<file path="config.mk">
export PLATFORM = sky130hd
export DESIGN_NAME = multi_cycle_control
export DESIGN_NICKNAME = d
export VERILOG_FILES = /design/src/rtl/mips_defs.sv /design/src/rtl/alu_control.sv /design/src/rtl/multi_cycle_control.sv
export SDC_FILE = /design/constraint.sdc
export NUM_CORES = 1
export LEC_CHECK = 0
export CELL_PAD_IN_SITES_DETAIL_PLACEMENT = 0
export CELL_PAD_IN_SITES_GLOBAL_PLACEMENT = 1
export CORE_MARGIN = 3
export CORE_UTILIZATION = 32
export CTS_CLUSTER_DIAMETER = 120
export DETAILED_ROUTE_END_ITERATION = 8
export GPL_ROUTABILITY_DRIVEN = 0
export GPL_TIMING_DRIVEN = 0
export PLACE_DENSITY_LB_ADDON = 0.1
export SLEW_MARGIN = 25
export SYNTH_ARGS = -nofsm -noshare
export SYNTH_HDL_FRONTEND = slang
export SYNTH_SLANG_ARGS = --single-unit
</file>
<file path="constraint.sdc">
create_clock -name clk -period 2.1 [get_ports clk]
set_clock_uncertainty 0.2 [all_clocks]
set_input_delay 0.315 -clock clk [delete_from_list [all_inputs] [get_ports clk]]
set_output_delay 0.315 -clock clk [all_outputs]
set_load 0.02 [all_outputs]
</file>
<file path="src/rtl/mips_defs.sv">
// rtl/mips_defs.sv - opcode, state, ALUOp and alu_ctrl encodings shared by the MIPS control and datapath
package mips_defs;

    localparam logic [5:0] OP_RTYPE = 6'b000000;
    localparam logic [5:0] OP_LW    = 6'b100011;
    localparam logic [5:0] OP_SW    = 6'b101011;
    localparam logic [5:0] OP_BEQ   = 6'b000100;
    localparam logic [5:0] OP_BNE   = 6'b000101;
    localparam logic [5:0] OP_ADDI  = 6'b001000;
    localparam logic [5:0] OP_J     = 6'b000010;

    localparam logic [5:0] FN_ADD = 6'b100000;
    localparam logic [5:0] FN_SUB = 6'b100010;
    localparam logic [5:0] FN_AND = 6'b100100;
    localparam logic [5:0] FN_OR  = 6'b100101;
    localparam logic [5:0] FN_SLT = 6'b101010;

    localparam logic [3:0] ALU_AND = 4'b0000;
    localparam logic [3:0] ALU_OR  = 4'b0001;
    localparam logic [3:0] ALU_ADD = 4'b0010;
    localparam logic [3:0] ALU_SUB = 4'b0110;
    localparam logic [3:0] ALU_SLT = 4'b0111;

    typedef enum logic [1:0] {
        ALUOP_ADD   = 2'b00,
        ALUOP_SUB   = 2'b01,
        ALUOP_FUNCT = 2'b10
    } aluop_t;

    typedef enum logic [3:0] {
        S_FETCH   = 4'd0,
        S_DECODE  = 4'd1,
        S_MEMADR  = 4'd2,
        S_MEMRD   = 4'd3,
        S_MEMWB   = 4'd4,
        S_MEMWR   = 4'd5,
        S_RTEXE   = 4'd6,
        S_ALUWB   = 4'd7,
        S_BRANCH  = 4'd8,
        S_ADDIEXE = 4'd9,
        S_ADDIWB  = 4'd10,
        S_JUMP    = 4'd11
    } state_t;

endpackage

</file>
<file path="src/rtl/alu_control.sv">
// rtl/alu_control.sv - combinational ALUOp/funct to alu_ctrl decoder
// Ports: alu_op (2, ALUOp code), funct (6, instruction[5:0]) -> alu_ctrl (4)
module alu_control
    import mips_defs::*;
(
    input  logic [1:0] alu_op,
    input  logic [5:0] funct,
    output logic [3:0] alu_ctrl
);

    always_comb begin
        alu_ctrl = ALU_ADD;
        case (alu_op)
            ALUOP_ADD: alu_ctrl = ALU_ADD;
            ALUOP_SUB: alu_ctrl = ALU_SUB;
            ALUOP_FUNCT: begin
                case (funct)
                    FN_ADD:  alu_ctrl = ALU_ADD;
                    FN_SUB:  alu_ctrl = ALU_SUB;
                    FN_AND:  alu_ctrl = ALU_AND;
                    FN_OR:   alu_ctrl = ALU_OR;
                    FN_SLT:  alu_ctrl = ALU_SLT;
                    default: alu_ctrl = ALU_ADD;
                endcase
            end
            default: alu_ctrl = ALU_ADD;
        endcase
    end

endmodule

</file>
<file path="src/rtl/multi_cycle_control.sv">
// rtl/multi_cycle_control.sv - multi-cycle MIPS control FSM with retire and cycle counters
// Ports: clk, rst_n (async, active-low), opcode/funct from the IR, mem_ready;
//        datapath controls (pc_write .. alu_ctrl), bad_op pulse, instr_count/cycle_count.
module multi_cycle_control
    import mips_defs::*;
#(
    parameter int CNT_W = 32
) (
    input  logic             clk,
    input  logic             rst_n,
    input  logic [5:0]       opcode,
    input  logic [5:0]       funct,
    input  logic             mem_ready,
    output logic             pc_write,
    output logic             pc_write_cond,
    output logic             branch_ne,
    output logic             i_or_d,
    output logic             mem_read,
    output logic             mem_write,
    output logic             ir_write,
    output logic             mem_to_reg,
    output logic             reg_dst,
    output logic             reg_write,
    output logic             alu_src_a,
    output logic [1:0]       alu_src_b,
    output logic [1:0]       pc_source,
    output logic [3:0]       alu_ctrl,
    output logic             bad_op,
    output logic [CNT_W-1:0] instr_count,
    output logic [CNT_W-1:0] cycle_count
);

    state_t state, next_state;
    aluop_t alu_op;
    logic   pc_write_s, pc_write_cond_s, mem_read_s, mem_write_s;
    logic   ir_write_s, reg_write_s, bad_op_s, retire;

    always_ff @(posedge clk or negedge rst_n) begin
        if (!rst_n) begin
            state       <= S_FETCH;
            instr_count <= '0;
            cycle_count <= '0;
        end else begin
            state       <= next_state;
            cycle_count <= cycle_count + CNT_W'(1);
            if (retire) begin
                instr_count <= instr_count + CNT_W'(1);
            end
        end
    end

    always_comb begin
        next_state      = state;
        pc_write_s      = 1'b0;
        pc_write_cond_s = 1'b0;
        mem_read_s      = 1'b0;
        mem_write_s     = 1'b0;
        ir_write_s      = 1'b0;
        reg_write_s     = 1'b0;
        bad_op_s        = 1'b0;
        branch_ne       = 1'b0;
        i_or_d          = 1'b0;
        mem_to_reg      = 1'b0;
        reg_dst         = 1'b0;
        alu_src_a       = 1'b0;
        alu_src_b       = 2'b00;
        pc_source       = 2'b00;
        alu_op          = ALUOP_ADD;
        retire          = 1'b0;
        case (state)
            S_FETCH: begin
                mem_read_s = 1'b1;
                alu_src_b  = 2'b01;
                ir_write_s = mem_ready;
                pc_write_s = mem_ready;
                if (mem_ready) next_state = S_DECODE;
            end
            S_DECODE: begin
                alu_src_b = 2'b11;
                case (opcode)
                    OP_LW, OP_SW:   next_state = S_MEMADR;
                    OP_RTYPE:       next_state = S_RTEXE;
                    OP_BEQ, OP_BNE: next_state = S_BRANCH;
                    OP_ADDI:        next_state = S_ADDIEXE;
                    OP_J:           next_state = S_JUMP;
                    default: begin
                        bad_op_s   = 1'b1;
                        next_state = S_FETCH;
                    end
                endcase
            end
            S_MEMADR: begin
                alu_src_a  = 1'b1;
                alu_src_b  = 2'b10;
                next_state = (opcode == OP_SW) ? S_MEMWR : S_MEMRD;
            end
            S_MEMRD: begin
                mem_read_s = 1'b1;
                i_or_d     = 1'b1;
                if (mem_ready) next_state = S_MEMWB;
            end
            S_MEMWR: begin
                mem_write_s = 1'b1;
                i_or_d      = 1'b1;
                if (mem_ready) begin
                    next_state = S_FETCH;
                    retire     = 1'b1;
                end
            end
            S_MEMWB: begin
                reg_write_s = 1'b1;
                mem_to_reg  = 1'b1;
                next_state  = S_FETCH;
                retire      = 1'b1;
            end
            S_RTEXE: begin
                alu_src_a  = 1'b1;
                alu_op     = ALUOP_FUNCT;
                next_state = S_ALUWB;
            end
            S_ALUWB: begin
                reg_write_s = 1'b1;
                reg_dst     = 1'b1;
                next_state  = S_FETCH;
                retire      = 1'b1;
            end
            S_BRANCH: begin
                alu_src_a       = 1'b1;
                alu_op          = ALUOP_SUB;
                pc_write_cond_s = 1'b1;
                pc_source       = 2'b01;
                branch_ne       = (opcode == OP_BNE);
                next_state      = S_FETCH;
                retire          = 1'b1;
            end
            S_ADDIEXE: begin
                alu_src_a  = 1'b1;
                alu_src_b  = 2'b10;
                next_state = S_ADDIWB;
            end
            S_ADDIWB: begin
                reg_write_s = 1'b1;
                next_state  = S_FETCH;
                retire      = 1'b1;
            end
            S_JUMP: begin
                pc_write_s = 1'b1;
                pc_source  = 2'b10;
                next_state = S_FETCH;
                retire     = 1'b1;
            end
            default: next_state = S_FETCH;
        endcase
    end

    // Enables are gated by rst_n so nothing writes while reset is held,
    // even though the reset state (FETCH) would otherwise request a read.
    assign pc_write      = pc_write_s & rst_n;
    assign pc_write_cond = pc_write_cond_s & rst_n;
    assign mem_read      = mem_read_s & rst_n;
    assign mem_write     = mem_write_s & rst_n;
    assign ir_write      = ir_write_s & rst_n;
    assign reg_write     = reg_write_s & rst_n;
    assign bad_op        = bad_op_s & rst_n;

    alu_control u_alu_control (
        .alu_op   (alu_op),
        .funct    (funct),
        .alu_ctrl (alu_ctrl)
    );

endmodule
</file>
After elaboration in Yosys (flattened, before gate mapping)

Index checks and enable logic that the tools add are counted.

Register bits: 68

Bitwise logic cells: 7
Reduce and logical (&&, ||, !) cells: 12
Mux-type cells: 26
Equal/unequal tests: 26
Add/sub/neg operators: 2

Operators by type and width:

| cell                                                | count |
|---|---|
| adder 32 x 1 -> 32 bit, second input constant       | 2 |
| equality test 6 bit, second input constant          | 6 |
| case mux 4 bit (7 select lines)                     | 1 |
| case mux 4 bit (5 select lines)                     | 1 |
| equality test 4 x 3 -> 1 bit, second input constant | 4 |
| equality test 4 bit, second input constant          | 4 |
| two-way mux 1 bit                                   | 13 |
| equality test 6 x 3 -> 1 bit, second input constant | 2 |
| two-way mux 4 bit                                   | 3 |
| case mux 3 bit (4 select lines)                     | 1 |
| OR reduction 2 bit                                  | 5 |
| equality test 4 x 2 -> 1 bit, second input constant | 2 |
| case mux 2 bit (2 select lines)                     | 2 |
| case mux 4 bit (2 select lines)                     | 1 |
| AND 1 bit                                           | 7 |
| OR reduction 7 bit                                  | 1 |
| equality test 6 x 2 -> 1 bit, second input constant | 1 |
| equality test 6 x 4 -> 1 bit, second input constant | 1 |
| logical NOT 6 bit                                   | 1 |
| != test 2 bit, second input constant                | 3 |
| case mux 2 bit (3 select lines)                     | 1 |
| OR reduction 5 bit                                  | 1 |
| equality test 4 x 1 -> 1 bit, second input constant | 1 |
| logical NOT 4 bit                                   | 1 |
| other kinds (7)                                     | 8 |

Depth between registers and ports, before layout

Depth in word-level cells: 5
Mapped depth: 7

Modules after synthesis

Synthesis repeated with hierarchy kept, for this count alone.

Cells, all modules: 344
Area, all modules: 3539.6 um2

By module, submodules not included:

| module              | cells each | times used | sequential area each (um2) | area each (um2) |
|---|---|---|---|---|
| multi_cycle_control | 327        | 1          | 1701.6                     | 3409.5 |
| alu_control         | 17         | 1          | 0.0                        | 130.1 |

Worst setup path after synthesis

OpenSTA, ideal clock, no wires.

Path kind: register to output
Start: reg state[3]
End: out alu_ctrl[2]
Path buffers: 1
Data arrival time: 2.361 ns
Slack: -0.776 ns
Cell stages (with the launch flop): 8
Cell sequence: dfrtp_1 -> clkbuf_1 -> nand2_1 -> nor3_1 -> inv_1 -> ha_1 -> nand3b_1 -> o22ai_1

Word-level cells in the longest chain between the ends: 4
Elaborated cells between the ends (all ways): 6
Those cells by class: 4 x eq/ne; 2 x mux

RTL lines:

| what                                                                | line                      | source |
|---|---|---|
| from (decl)                                                         | multi_cycle_control.sv:33 | `state_t state, next_state;` |
| from (signal assigned)                                              | multi_cycle_control.sv:44 | `state <= next_state;` |
| equality test 4 bit or equality test 4 x 3 -> 1 bit (tied branches) | multi_cycle_control.sv:70 | `case (state)` |
| case mux 2 bit (2 select lines) *                                   | multi_cycle_control.sv:70 |  |
| equality test 2 bit or equality test 2 x 1 -> 1 bit (tied branches) | alu_control.sv:13         | `case (alu_op)` |
| case mux 4 bit (2 select lines) *                                   | alu_control.sv:13         |  |
| to (decl)                                                           | multi_cycle_control.sv:27 | `output logic [3:0] alu_ctrl,` |

Mark *: on every way between the ends. The rest lies on a longest branch, timed or not.

Worst setup path in the final report

Start: reg state[0]
End: out alu_ctrl[2]

The elaborated chain is that of the path after synthesis.

==> impl_metrics.ini <==
[critical_path]
cp.required_ns = 1.58
cp-end-kind = output port
cp-start-kind = flop
critPathKind = flop to output port
cp.arrival_ns = 1.99
crit_path_max_fanout = 5

[timing]
finalHoldViolations = 0
slew_viol_final = 0
tightest_slew_ns = 0.804
clock.fmax_mhz = 399
hold_ws_ns = 0.273
finalCritPeriodShare_pct = 119
min_period_ns = 2.51
max-slew-margin-rel_pct = 46.2
rsz0062_at_grt = true
layout_setup_ws_ns = -0.406
tns_ns = -2.08
setup_viol = 16

[synthesis]
syn_nets = 363
seq_area_frac_synth_pct = 49.9
syn_area_per_cell_um2 = 9.92
yosys_most_used_dff = dfrtp_1
ys_types = 40
synthTopCellsByArea = dfrtp_1 50%, xnor2_1 9.0%, xor2_1 7.2%
synth_seq_cells = 68
syn_area_mm2 = 0.00341
synth-async-reset-ratio_pct = 100
synth_top_area_share_pct = 49.9
synth_top_area_cell = dfrtp_1
ys_warn_count = 0
synthCells = 344
synth_edf_count = 0

[route]
final_antenna_net_count = 0
via_per_inst = 4.88
drc = 0
dr.first_iter.drc_count = 141
dr_total_vias = 3188
wl_um = 9730
avgRoutedWirePerCell_um = 14.9
drt-pass1-iter-count = 4

[pwr]
powerDensity_mw_per_mm2 = 728
power_leakage_nw = 2.49
peakVddDrop_uv = 442

[layout]
area_growth_pct = 65.2
fin_util_pct = 54.4
antennaDiodeCount = 0
drive_gt1_share_pct = 29.4
nets = 531

[cts]
numClockSinks = 68
root_buffer = clkbuf_8
cts_buffers = 9
clockBufferDepth = 2
cts_tree = built
h-tree-depth = 3
clk_latency_ns = 0.34
path_clk_slew_ns = 0.08

[grt]
grt_pass1_wl_um = 15800
grt_antenna_before_repair = 0
grt_max_degree = 31
grtUsageMet2_pct = 25.9
grt_usage_pct = 16.9
use_met1_pct = 22.7
grt_pass1_vias = 3139
grt.overflow.total = 0
grtUsageMet3_pct = 4.20
top_usage_layer = met2

[worst_hold_path]
hold_path.class = flop to flop

[floorplanning]
die_x_um = 109
fp-row-count = 37
initial_core_util_pct = 32.9
die_h_um = 109
core_region_area_mm2 = 0.0104
pin_count = 99
die-area_mm2 = 0.0119

[placement]
io_buffers = 97
dp_hpwl_um = 6050
dp_slack_ns = -0.727

[run_status]
violations = negative setup slack
outcome = complete, but fails checks

[run]
maxCapViolations = 0
cells in the final DEF, fill, tap and decap left out, types with 12 or more instances in the layout:
| master | n |
|---|---|
| buf_4 | 53 |
| clkbuf_8 | 13 |
| nand2_1 | 33 |
| nand3_1 | 17 |
| buf_6 | 12 |
| clkdlybuf4s50_1 | 74 |
| xnor2_1 | 35 |
| dfrtp_1 | 59 |
| xor2_1 | 28 |
| nor2_1 | 23 |
| nand4_1 | 24 |
report_power, final:
| group | internal (mW) | switching, mW |
|---|---|---|
| clock network | 0.669 | 0.515 |
| registers | 1.39 | 0.101 |
| logic | 0.715 | 0.716 |
cells in the mapped netlist, types with 2 or more instances:
cell      count
nand2_1      35
dfrtp_1      68
o22ai_1       2
nor3_2        2
nor4b_1       2
ha_1          4
nand3_1      17
o21ai_0       7
and4_1        3
nor2_1       27
nand4_1      24
a21o_1        2
inv_1        13
or2_2         2
and3_1        8
and2_1        5
nor4_1        6
xnor2_1      35
clkbuf_1      5
a21oi_1       4
nor2b_1       5
a31oi_1       2
nor3b_1       2
or3_1         3
nor3_1       18
nand3b_1      2
xor2_1       28
final cells by class:
cell class | count | area [um^2]
Buffer | 6 | 77.6
Timing Repair Buffer | 157 | 1520
Multi-Input combinational cell | 257 | 1890
Clock buffer | 10 | 128
Fill cell | 953 | 4730
Sequential cell | 68 | 1710
Inverter | 13 | 48.8
Clock inverter | 6 | 88.8
Tap cell | 136 | 170
sequential cells by signal, summed over array words and instances (netlist names):
register	flops
cycle_count	32
instr_count	32
state	4
path summary, 6_finish.rpt:
| path | from | to | slack, ns | cells after the start |
|---|---|---|---|---|
| worst max-delay path | state[0] | alu_ctrl[2] | -0.41 | 7 |
| worst min-delay path | instr_count[31] | instr_count[31] | 0.27 | 1 |
| worst max register to register | state[0] | instr_count[31] | -0.07 | 6 |
| worst min register to register | instr_count[31] | instr_count[31] | 0.27 | 1 |
| max in group asynchronous | rst_n | instr_count[8] | 0.44 | 5 |
| min in group asynchronous | rst_n | state[1] | 0.49 | 3 |
cell families after synthesis:
logic type / after synthesis / share of synthesized area (%)
flops: 68 / 49.9
buf+inv: 19 / 2.20
other cells: 1 / 0.110
xor+xnor: 63 / 16.2
fa+ha+maj: 4 / 1.47
simple gates: 165 / 25.6
compound gates: 23 / 4.29
mux: 1 / 0.330
metrics by stage:
stage                     power, mW  area (um^2)  cells
after detailed placement       2.52         4680    578
after CTS                      3.96         5360    631
after global routing           4.33         5640    653
after global placement         2.51         4660    577
after floorplan                2.08         3520    344
final                          4.10         5640    653
worst max-delay path: stages, from the launching register on:
cell	delay, ns
dfrtp_2	0.46
buf_8	0.14
nor3_4	0.23
inv_2	0.07
ha_4	0.21
nand3b_1	0.25
o22ai_4	0.15
buf_6	0.14
repair_timing:
item / CTS / global route
gates resized for setup: 121 / 42
setup buffers: 29 / 23
endpoints found under the hold margin: 46 / 0
hold buffers: 7 / 0
pin swaps: 10 / 17
cloned: 1 / 0
endpoints found under the setup margin: 53 / 49
per-layer routing:
| metal | wire length [um] | vias up |
|---|---|---|
| li1 | - | 1530 |
| met1 | 4240 | 1545 |
| met2 | 4700 | 102 |
| met3 | 636 | 11 |
| met4 | 147 | 0 |
| met5 | 0 | - |
Note: power is estimated with default switching activity, not from simulation.
